`src/rtl/sa_result_writer_pkg.sv`:
```
// Shared definitions for the systolic result writer: frame defaults and TX FSM state encoding.
package sa_result_writer_pkg;

  localparam int IMG_W_DEF      = 50;
  localparam int IMG_H_DEF      = 50;
  localparam int RES_W_DEF      = 12;
  localparam int FIFO_DEPTH_DEF = 16;

  // Output column/row counters are 6 bits wide at the port.
  localparam int CNT_W = 6;

  typedef enum logic [1:0] {
    IDLE      = 2'd0,
    WAIT_BUSY = 2'd1,
    WAIT_DONE = 2'd2
  } tx_state_e;

endpackage

```
`src/rtl/sa_wr_fifo.sv`:
```
// Synchronous FIFO for converted result bytes; pointers carry an extra wrap bit for full/empty.
module sa_wr_fifo #(
  parameter int DEPTH = 16,
  parameter int WIDTH = 8
) (
  input  logic             clk,
  input  logic             rst,
  input  logic             push_i,
  input  logic [WIDTH-1:0] wr_data_i,
  input  logic             pop_i,
  output logic [WIDTH-1:0] rd_data_o,
  output logic             full_o,
  output logic             empty_o
);

  localparam int AW = $clog2(DEPTH);

  logic [AW:0]      wr_ptr_q, wr_ptr_d;
  logic [AW:0]      rd_ptr_q, rd_ptr_d;
  logic [WIDTH-1:0] mem_q [DEPTH];
  logic             push_ok;
  logic             pop_ok;

  assign full_o  = (wr_ptr_q[AW] != rd_ptr_q[AW]) &&
                   (wr_ptr_q[AW-1:0] == rd_ptr_q[AW-1:0]);
  assign empty_o = (wr_ptr_q == rd_ptr_q);

  // Full is judged before any same-cycle pop, so a full FIFO never takes a push.
  assign push_ok = push_i && !full_o;
  assign pop_ok  = pop_i && !empty_o;

  assign rd_data_o = mem_q[rd_ptr_q[AW-1:0]];

  always_comb begin
    wr_ptr_d = wr_ptr_q;
    rd_ptr_d = rd_ptr_q;
    if (push_ok) wr_ptr_d = wr_ptr_q + (AW+1)'(1);
    if (pop_ok)  rd_ptr_d = rd_ptr_q + (AW+1)'(1);
  end

  // NOTE: sequential state uses non-blocking assignments so every register samples pre-edge values.
  always_ff @(posedge clk) begin
    if (rst) begin
      wr_ptr_q <= '0;
      rd_ptr_q <= '0;
    end else begin
      wr_ptr_q <= wr_ptr_d;
      rd_ptr_q <= rd_ptr_d;
    end
  end

  // NOTE: storage is deliberately not reset; the pointers alone define which entries are valid.
  always_ff @(posedge clk) begin
    if (push_ok) mem_q[wr_ptr_q[AW-1:0]] <= wr_data_i;
  end

endmodule

```
`src/rtl/sa_result_writer.sv`:
```
// Result return path: converts window results to bytes, queues them, and feeds the UART.
// Define SA_WR_SATURATE_EN to clamp results to 0..255; otherwise the low byte is kept as is.
module sa_result_writer
  import sa_result_writer_pkg::*;
#(
  parameter int IMG_W      = IMG_W_DEF,
  parameter int IMG_H      = IMG_H_DEF,
  parameter int RES_W      = RES_W_DEF,
  parameter int FIFO_DEPTH = FIFO_DEPTH_DEF
) (
  input  logic             clk,
  input  logic             rst,
  input  logic [RES_W-1:0] res_data,
  input  logic             res_valid,
  output logic             res_ready,
  output logic [7:0]       tx_data,
  output logic             tx_start,
  input  logic             tx_busy,
  output logic [CNT_W-1:0] out_col,
  output logic [CNT_W-1:0] out_row,
  output logic             frame_done
);

  localparam logic [CNT_W-1:0] COL_LAST = CNT_W'(IMG_W - 3);
  localparam logic [CNT_W-1:0] ROW_LAST = CNT_W'(IMG_H - 3);

  tx_state_e        state_q, state_d;
  logic [7:0]       tx_data_q, tx_data_d;
  logic             tx_start_q, tx_start_d;
  logic [CNT_W-1:0] col_q, col_d;
  logic [CNT_W-1:0] row_q, row_d;
  logic             frame_done_q, frame_done_d;
  logic             ready_q;

  logic       fifo_full;
  logic       fifo_empty;
  logic [7:0] fifo_rd;
  logic       push;
  logic       pop;
  logic [7:0] res_byte;

  // Holds ready low through reset and lets it rise the cycle after release.
  always_ff @(posedge clk) begin
    if (rst) ready_q <= 1'b0;
    else     ready_q <= 1'b1;
  end

  assign res_ready = ready_q && !fifo_full;
  assign push      = res_valid && res_ready;

`ifdef SA_WR_SATURATE_EN
  always_comb begin
    res_byte = res_data[7:0];
    if (res_data[RES_W-1])         res_byte = 8'h00;
    else if (|res_data[RES_W-2:8]) res_byte = 8'hFF;
  end
`else
  logic unused_res_hi;
  assign res_byte      = res_data[7:0];
  assign unused_res_hi = ^res_data[RES_W-1:8];
`endif

  sa_wr_fifo #(
    .DEPTH (FIFO_DEPTH),
    .WIDTH (8)
  ) u_fifo (
    .clk       (clk),
    .rst       (rst),
    .push_i    (push),
    .wr_data_i (res_byte),
    .pop_i     (pop),
    .rd_data_o (fifo_rd),
    .full_o    (fifo_full),
    .empty_o   (fifo_empty)
  );

  // NOTE: every combinational output gets a default first, so no path can infer a latch.
  always_comb begin
    state_d      = state_q;
    tx_data_d    = tx_data_q;
    tx_start_d   = 1'b0;
    col_d        = col_q;
    row_d        = row_q;
    frame_done_d = 1'b0;
    pop          = 1'b0;

    case (state_q)
      IDLE: begin
        if (!fifo_empty && !tx_busy) begin
          pop        = 1'b1;
          tx_data_d  = fifo_rd;
          tx_start_d = 1'b1;
          state_d    = WAIT_BUSY;
        end
      end
      WAIT_BUSY: begin
        if (tx_busy) state_d = WAIT_DONE;
      end
      WAIT_DONE: begin
        if (!tx_busy) begin
          state_d = IDLE;
          if (col_q == COL_LAST) begin
            col_d = '0;
            if (row_q == ROW_LAST) begin
              row_d        = '0;
              frame_done_d = 1'b1;
            end else begin
              row_d = row_q + CNT_W'(1);
            end
          end else begin
            col_d = col_q + CNT_W'(1);
          end
        end
      end
      default: state_d = IDLE;
    endcase
  end

  always_ff @(posedge clk) begin
    if (rst) begin
      state_q      <= IDLE;
      tx_data_q    <= 8'h00;
      tx_start_q   <= 1'b0;
      col_q        <= '0;
      row_q        <= '0;
      frame_done_q <= 1'b0;
    end else begin
      state_q      <= state_d;
      tx_data_q    <= tx_data_d;
      tx_start_q   <= tx_start_d;
      col_q        <= col_d;
      row_q        <= row_d;
      frame_done_q <= frame_done_d;
    end
  end

  assign tx_data    = tx_data_q;
  assign tx_start   = tx_start_q;
  assign out_col    = col_q;
  assign out_row    = row_q;
  assign frame_done = frame_done_q;

endmodule
```
`config.mk`:
```
export PLATFORM = sky130hd
export DESIGN_NAME = sa_result_writer
export DESIGN_NICKNAME = d
export VERILOG_FILES = /design/src/rtl/sa_result_writer_pkg.sv /design/src/rtl/sa_wr_fifo.sv /design/src/rtl/sa_result_writer.sv
export SDC_FILE = /design/constraint.sdc
export NUM_CORES = 1
export LEC_CHECK = 0
export ABC_AREA = 1
export BUFFER_PORTS_ARGS = -buffer_cell sky130_fd_sc_hd__clkbuf_2
export CAP_MARGIN = 40
export CORE_MARGIN = 5
export CORE_UTILIZATION = 40
export DETAILED_ROUTE_END_ITERATION = 16
export PLACE_DENSITY_LB_ADDON = 0.1
export REMOVE_ABC_BUFFERS = 1
export SLEW_MARGIN = 30
export SYNTH_ARGS = -nofsm -noshare
export SYNTH_HDL_FRONTEND = slang
export SYNTH_SLANG_ARGS = --single-unit
```
`constraint.sdc`:
```
create_clock -name clk -period 6.1 [get_ports clk]
set_input_delay 0.915 -clock clk [delete_from_list [all_inputs] [get_ports clk]]
set_output_delay 0.915 -clock clk [all_outputs]
set_load 0.01 [all_outputs]
```
==> results of run 1 <==
==> sequential cells by signal (all words and copies together), names as in the netlist <==
| signal | cells |
|---|---|
| tx_data | 8 |
| out_row | 6 |
| frame_done | 1 |
| ready_q | 1 |
| state_q | 2 |
| u_fifo.rd_ptr_q | 5 |
| out_col | 6 |
| u_fifo.mem_q | 128 |
| u_fifo.wr_ptr_q | 5 |
| tx_start | 1 |
==> cell families after synthesis <==
group | Yosys count | share of synthesized area (%)
buffers and inverters | 117 | 6.75
AND/OR/NAND/NOR | 378 | 22.1
XOR/XNOR | 12 | 1.49
AO/OA/AOI/OAI | 57 | 4.08
flip-flops | 163 | 64.4
adder cells (fa/ha/maj) | 7 | 1.24
==> metal layers <==
| layer | global-route usage, % | vias up | wire length (µm) |
|---|---|---|---|
| li1 | - | 2440 | - |
| met1 | 21.9 | 2230 | 7320 |
| met2 | 27.4 | 78 | 7890 |
| met3 | 3.25 | 15 | 643 |
| met4 | 5.55 | 0 | 209 |
| met5 | 0 | - | 0 |
==> power breakdown <==
group | leakage, nW | switching (W) | internal [W] | total, W
Clock | 0.284 | 0.000414 | 0.000652 | 0.00107
Sequential | 1.44 | 0.0000164 | 0.00122 | 0.00123
Combinational | 1.56 | 0.000217 | 0.0000879 | 0.000305
==> worst max path at each step <==
stage                                    startpoint                       endpoint  slack [ns]  cells after the start
floorplan           u_fifo.rd_ptr_q[0]$_SDFFE_PP0P_                      res_ready        2.49                      7
global placement    u_fifo.rd_ptr_q[1]$_SDFFE_PP0P_  u_fifo.mem_q[11][3]$_DFFE_PP_        2.89                      8
detailed placement  u_fifo.rd_ptr_q[1]$_SDFFE_PP0P_   u_fifo.mem_q[8][3]$_DFFE_PP_        2.83                     10
CTS                 u_fifo.rd_ptr_q[0]$_SDFFE_PP0P_                      res_ready        2.73                      9
global route        u_fifo.rd_ptr_q[0]$_SDFFE_PP0P_                      res_ready        2.54                      9
finish              u_fifo.rd_ptr_q[0]$_SDFFE_PP0P_                      res_ready        2.79                      9
==> final cells by class <==
class	instances	area, µm²
inverter	87	327
multi-input combinational	454	2050
tap	225	282
sequential	163	4550
clock buffer	22	454
fill	1646	9280
clock inverter	10	134
timing repair buffer	41	220
==> critical path, stage by stage (launching register included) <==
cell      delay [ns]
dfxtp_2         0.55
buf_4           0.57
inv_2           0.15
nand2_1         0.09
nand2_1         0.06
nor2_2          0.13
nand3_2         0.15
nand2_1         0.09
inv_1           0.04
clkbuf_2        0.12
==> through the flow <==
stage | power (W) | instance area, µm²
after floorplan | 0.00145 | 6910
after global placement | 0.00156 | 7390
after detailed placement | 0.00157 | 7400
after CTS | 0.00263 | 7990
after global routing | 0.00272 | 8020
final | 0.00261 | 8020
==> layout by cell type, fill, tap and decap left out, drive strengths merged, types with 2 or more instances in the layout <==
master	count
edfxtp	128
o21ai	38
bufinv	3
xor2	9
clkinvlp	2
ha	7
clkbuf	56
a21oi	18
nor3	6
nor2	113
buf	7
xnor2	3
nand3	67
clkinv	7
nand2	185
dfxtp	35
inv	85
nand4	4
==> flow_summary.yaml, run 1 <==
outcome:
  status: "finished clean"
job:
  maxCapViolCount: 0
grt:
  gr-total-overflow: 0
  antenna_found_initial: 0
  grt_pass1_vias: 4691
  grt_usage_pct: 16.5
  grt_pass1_wl_um: 25400
  grt_max_degree: 61
floorplanning:
  design.die.area_um2: 20400
  die_h_um: 143
  num_rows: 48
  die_w_um: 143
  initial_utilization_pct: 40.8
  io_pins: 39
  core-area_um2: 17300
synthesis:
  post_synth.cell_area_avg_um2: 9.62
  synth_area_leader_cell: "edfxtp_1"
  synth_area_leaders: "edfxtp_1 (54%), dfxtp_1 (9.9%), nand2_1 (9.8%), nor2_1 (5.8%), nand3_1 (4.6%)"
  synth_common_cells: "nand2_1 (184), edfxtp_1 (128), nor2_1 (110)"
  synth_edf_count: 128
  synth_most_common_cell: "nand2_1"
  yosys_warnings: 0
  yosysSeqAreaShare_pct: 64.4
  syn_area_um2: 7060
  synth_top_area_share_pct: 54.4
  async_reset_ff_share_pct: 0
  ys_types: 28
  synthFlopType: "edfxtp_1"
  ys_ff_latch: 163
  netlist_instances: 734
place:
  place_ws_ns: 2.83
  dpl.hpwl_um: 10000
  gp_congestion: 0.779
  portBuffers: 34
  dpl.cell_count: 966
setup_path:
  end_kind: "output port"
  critPathKind: "reg2out"
  start_kind: "flip-flop"
  r2r_start: "u_fifo.rd_ptr_q[1]$_SDFFE_PP0P_"
  crit_fanout: 53
  r2r_end: "u_fifo.mem_q[12][4]$_DFFE_PP_"
  required_ns: 5.18
  r2r_cells: 10
  r2r_setup_slack_ns: 2.91
  crit_arrival_ns: 2.39
worst_hold_path:
  hold_class: "reg2reg"
  worstHoldPathCells: 2
  holdCritStartpoint: "u_fifo.rd_ptr_q[3]$_SDFFE_PP0P_"
  whs_endpoint: "u_fifo.rd_ptr_q[3]$_SDFFE_PP0P_"
clock_network:
  clk_path_buf_depth: 2
  insertion_delay_ns: 0.42
  cts_setup_buffers: 0
  cts.sinks: 163
  cts.clk_slew.worst_paths_ns: 0.06
  ctsHoldBuffers: 0
  post_cts_resized: 0
  h-tree-depth: 4
  cts_tree: "yes"
  numCtsBuffers: 17
  clockRootBuffer: "clkbuf_16"
detailed_routing:
  vias: 4763
  first_pass_iters: 4
  wire_per_inst_um: 16.0
  viasPerCell: 4.75
  final_antenna_net_count: 0
  drcViolationCount: 0
  wirelength_um: 16100
  drtIter0Drc: 280
timing:
  hold_slack_ns: 0.506
  setup_slack_ns: 2.79
  min_period_over_period_pct: 54.2
  setup_viol: 0
  fin_crit_ns: 3.31
  clock.fmax_mhz: 302
  relSlewSlack_pct: 46.3
  slew_violations: 0
  hold_viol_final: 0
  skew_ns: 0.00966
  rsz0062_at_grt: "no"
  worstMarginPinSlew_ns: 0.802
  setup_tns_ns: 0
power_and_ir_drop:
  leakagePower_nw: 3.28
  peakVddDrop_mv: 0.197
  p_per_area_nw_per_um2: 325
final_layout:
  final_cell_count_no_fill: 1002
  drive_above_1_share_pct: 10.9
  nNetsFinal: 787
  postLayoutCoreUtil_pct: 46.3
  num_antenna_cells: 0
  area_growth_pct: 13.5
Power figures use the tool's default switching activity.
==> run 2: changes to the inputs <==
clock period = 3.5 ns   (was 6.1 ns; I/O delays follow)
==> run 2 against run 1 <==
Register-to-register slack lost 2.1 ns; global-route usage increased by 0.76 points; sequential power grew 76%; die area is the same.
==> flow_summary.yaml, run 2 (synthesis results as in run 1) <==
outcome:
  status: "finished clean"
clock_network:
  insertion_delay_ns: 0.43
  cts.clk_slew.worst_paths_ns: 0.06
  cts_setup_buffers: 0
  h-tree-depth: 4
  numCtsBuffers: 17
  post_cts_resized: 0
  cts.sinks: 163
  cts_tree: "yes"
  ctsHoldBuffers: 0
  clk_path_buf_depth: 2
  clockRootBuffer: "clkbuf_16"
grt:
  gr-total-overflow: 0
  antenna_found_initial: 0
  grt_usage_pct: 17.3
  grt_util_met3_pct: 4.32
  gr-usage-met2_pct: 27.9
  grt_pass1_wl_um: 26200
  top_usage_layer: "met2"
  grt_util_met1_pct: 22.8
  grt_pass1_vias: 4754
  grt_max_degree: 66
detailed_routing:
  wirelength_um: 16600
  viasPerCell: 4.82
  drtIter0Drc: 308
  final_antenna_net_count: 0
  wire_per_inst_um: 16.5
  drcViolationCount: 0
  vias: 4841
  first_pass_iters: 5
power_and_ir_drop:
  sequentialPowerShare_pct: 48.0
  power.net_switching_w: 0.00113
  p_clk_share_pct: 40.1
  combPwrFrac_pct: 11.9
  p_per_area_nw_per_um2: 563
  peakVddDrop_mv: 0.354
  leakagePower_nw: 3.27
  switching_share_pct: 25.2
  internal-power_w: 0.00336
timing:
  setup_tns_ns: 0
  skew_ns: 0.00872
  relSlewSlack_pct: 48.7
  clock.fmax_mhz: 375
  rsz0062_at_grt: "no"
  setup_viol: 0
  fin_crit_ns: 2.67
  hold_viol_final: 0
  worstMarginPinSlew_ns: 0.767
  slew_violations: 0
  min_period_over_period_pct: 76.3
setup_path:
  end_kind: "flip-flop"
  cp_slowest_cell: "nor2_1"
  required_ns: 3.55
  crit_arrival_ns: 2.72
  crit_fanout: 15
  critPathKind: "reg2reg"
  cp_cell_sequence: "inv_2, nand2_1, nand2_1, nor2_2, nand3_2, nand3_2, inv_1, nand2_1, nor2_1"
  crit_buf_inv: 2
  crit_path_max_incr_delay_ns: 0.64
  crit_family: "simple AND/OR/NAND/NOR gates"
  start_kind: "flip-flop"
  cpMostUsedCell: "nand2_1"
final_layout:
  largest_reg_flops: 128
  postLayoutCoreUtil_pct: 46.2
  final_common_cell: "nand2_1"
  drive_above_1_share_pct: 10.3
  design_area_um2: 7990
  num_antenna_cells: 0
  area_growth_pct: 13.2
  nNetsFinal: 789
  mostFrequentLayoutCells: "nand2_1 (184), edfxtp_1 (128), nor2_1 (110)"
  final_cell_count_no_fill: 1004
floorplanning:
  num_rows: 48
  io_pins: 39
  die_h_um: 143
  core-area_um2: 17300
  die_w_um: 143
  initial_utilization_pct: 40.8
  design.die.area_um2: 20400
job:
  maxCapViolCount: 0
place:
  dpl.hpwl_um: 10400
  dpl_cell_area_um2: 7430
  portBuffers: 34
  gp_congestion: 0.763
  dpl.cell_count: 971
worst_hold_path:
  hold_class: "in2reg"
run 2: cell count changes in the layout (fill, tap and decap cells not counted), sizes merged:
cell      delta
clkbuf       +4
bufinv       -1
clkinv       -2
clkinvlp     -1
buf          +2
run 2: worst reg2reg max path, cell delays in order, from the launching register on:
cell,delay (ns)
dfxtp_1,0.48
inv_2,0.25
nand2_1,0.08
nand2_1,0.08
nor2_2,0.06
nand3_2,0.11
nand3_2,0.25
inv_1,0.17
nand2_1,0.19
nor2_1,0.64
run 2: path summary, 6_finish.rpt:
check / cells after the start / to / from / slack, ns
worst max-delay path: 9 / u_fifo.mem_q[14][2]$_DFFE_PP_ / u_fifo.rd_ptr_q[2]$_SDFFE_PP0P_ / 0.83
worst min-delay path: 3 / state_q[1]$_SDFFE_PP0P_ / tx_busy / 0.37
worst max register to register: 9 / u_fifo.mem_q[14][2]$_DFFE_PP_ / u_fifo.rd_ptr_q[2]$_SDFFE_PP0P_ / 0.83
worst min register to register: 2 / u_fifo.rd_ptr_q[4]$_SDFFE_PP0P_ / u_fifo.rd_ptr_q[4]$_SDFFE_PP0P_ / 0.51
run 2: through the flow:
step	hold WS (ns)	worst slack (ns)	total power, W
4_1_cts	0.349	0.823	0.00454
5_1_grt	0.368	0.584	0.00471
3_3_place_gp	0.482	0.874	0.00273
3_5_place_dp	0.499	0.834	0.00274
6_report	0.370	0.831	0.00450
2_1_floorplan	0.461	0.191	0.00252
run 2: area by class of cell:
type	count	area, µm²
inverter	87	327
multi-input combinational	454	2040
sequential	163	4550
tap	225	282
timing repair buffer	43	235
clock buffer	26	479
clock inverter	6	80.1
fill	1672	9300
run 2: per-layer routing:
| layer | vias up | part of all wire, % |
|---|---|---|
| met5 | - | 0 |
| met4 | 0 | 1.7 |
| met3 | 24 | 4.0 |
| met2 | 94 | 49 |
| met1 | 2277 | 46 |
| li1 | 2446 | - |
run 2: power by group through the flow:
| stage | combinational [W] | clock [W] | sequential [W] |
|---|---|---|---|
| after detailed placement | 0.000542 | 0 | 0.00220 |
| after global placement | 0.000537 | 0 | 0.00220 |
| after global routing | 0.000617 | 0.00193 | 0.00216 |
| after floorplan | 0.000295 | 0 | 0.00223 |
| final | 0.000536 | 0.00180 | 0.00216 |
| after CTS | 0.000544 | 0.00184 | 0.00216 |
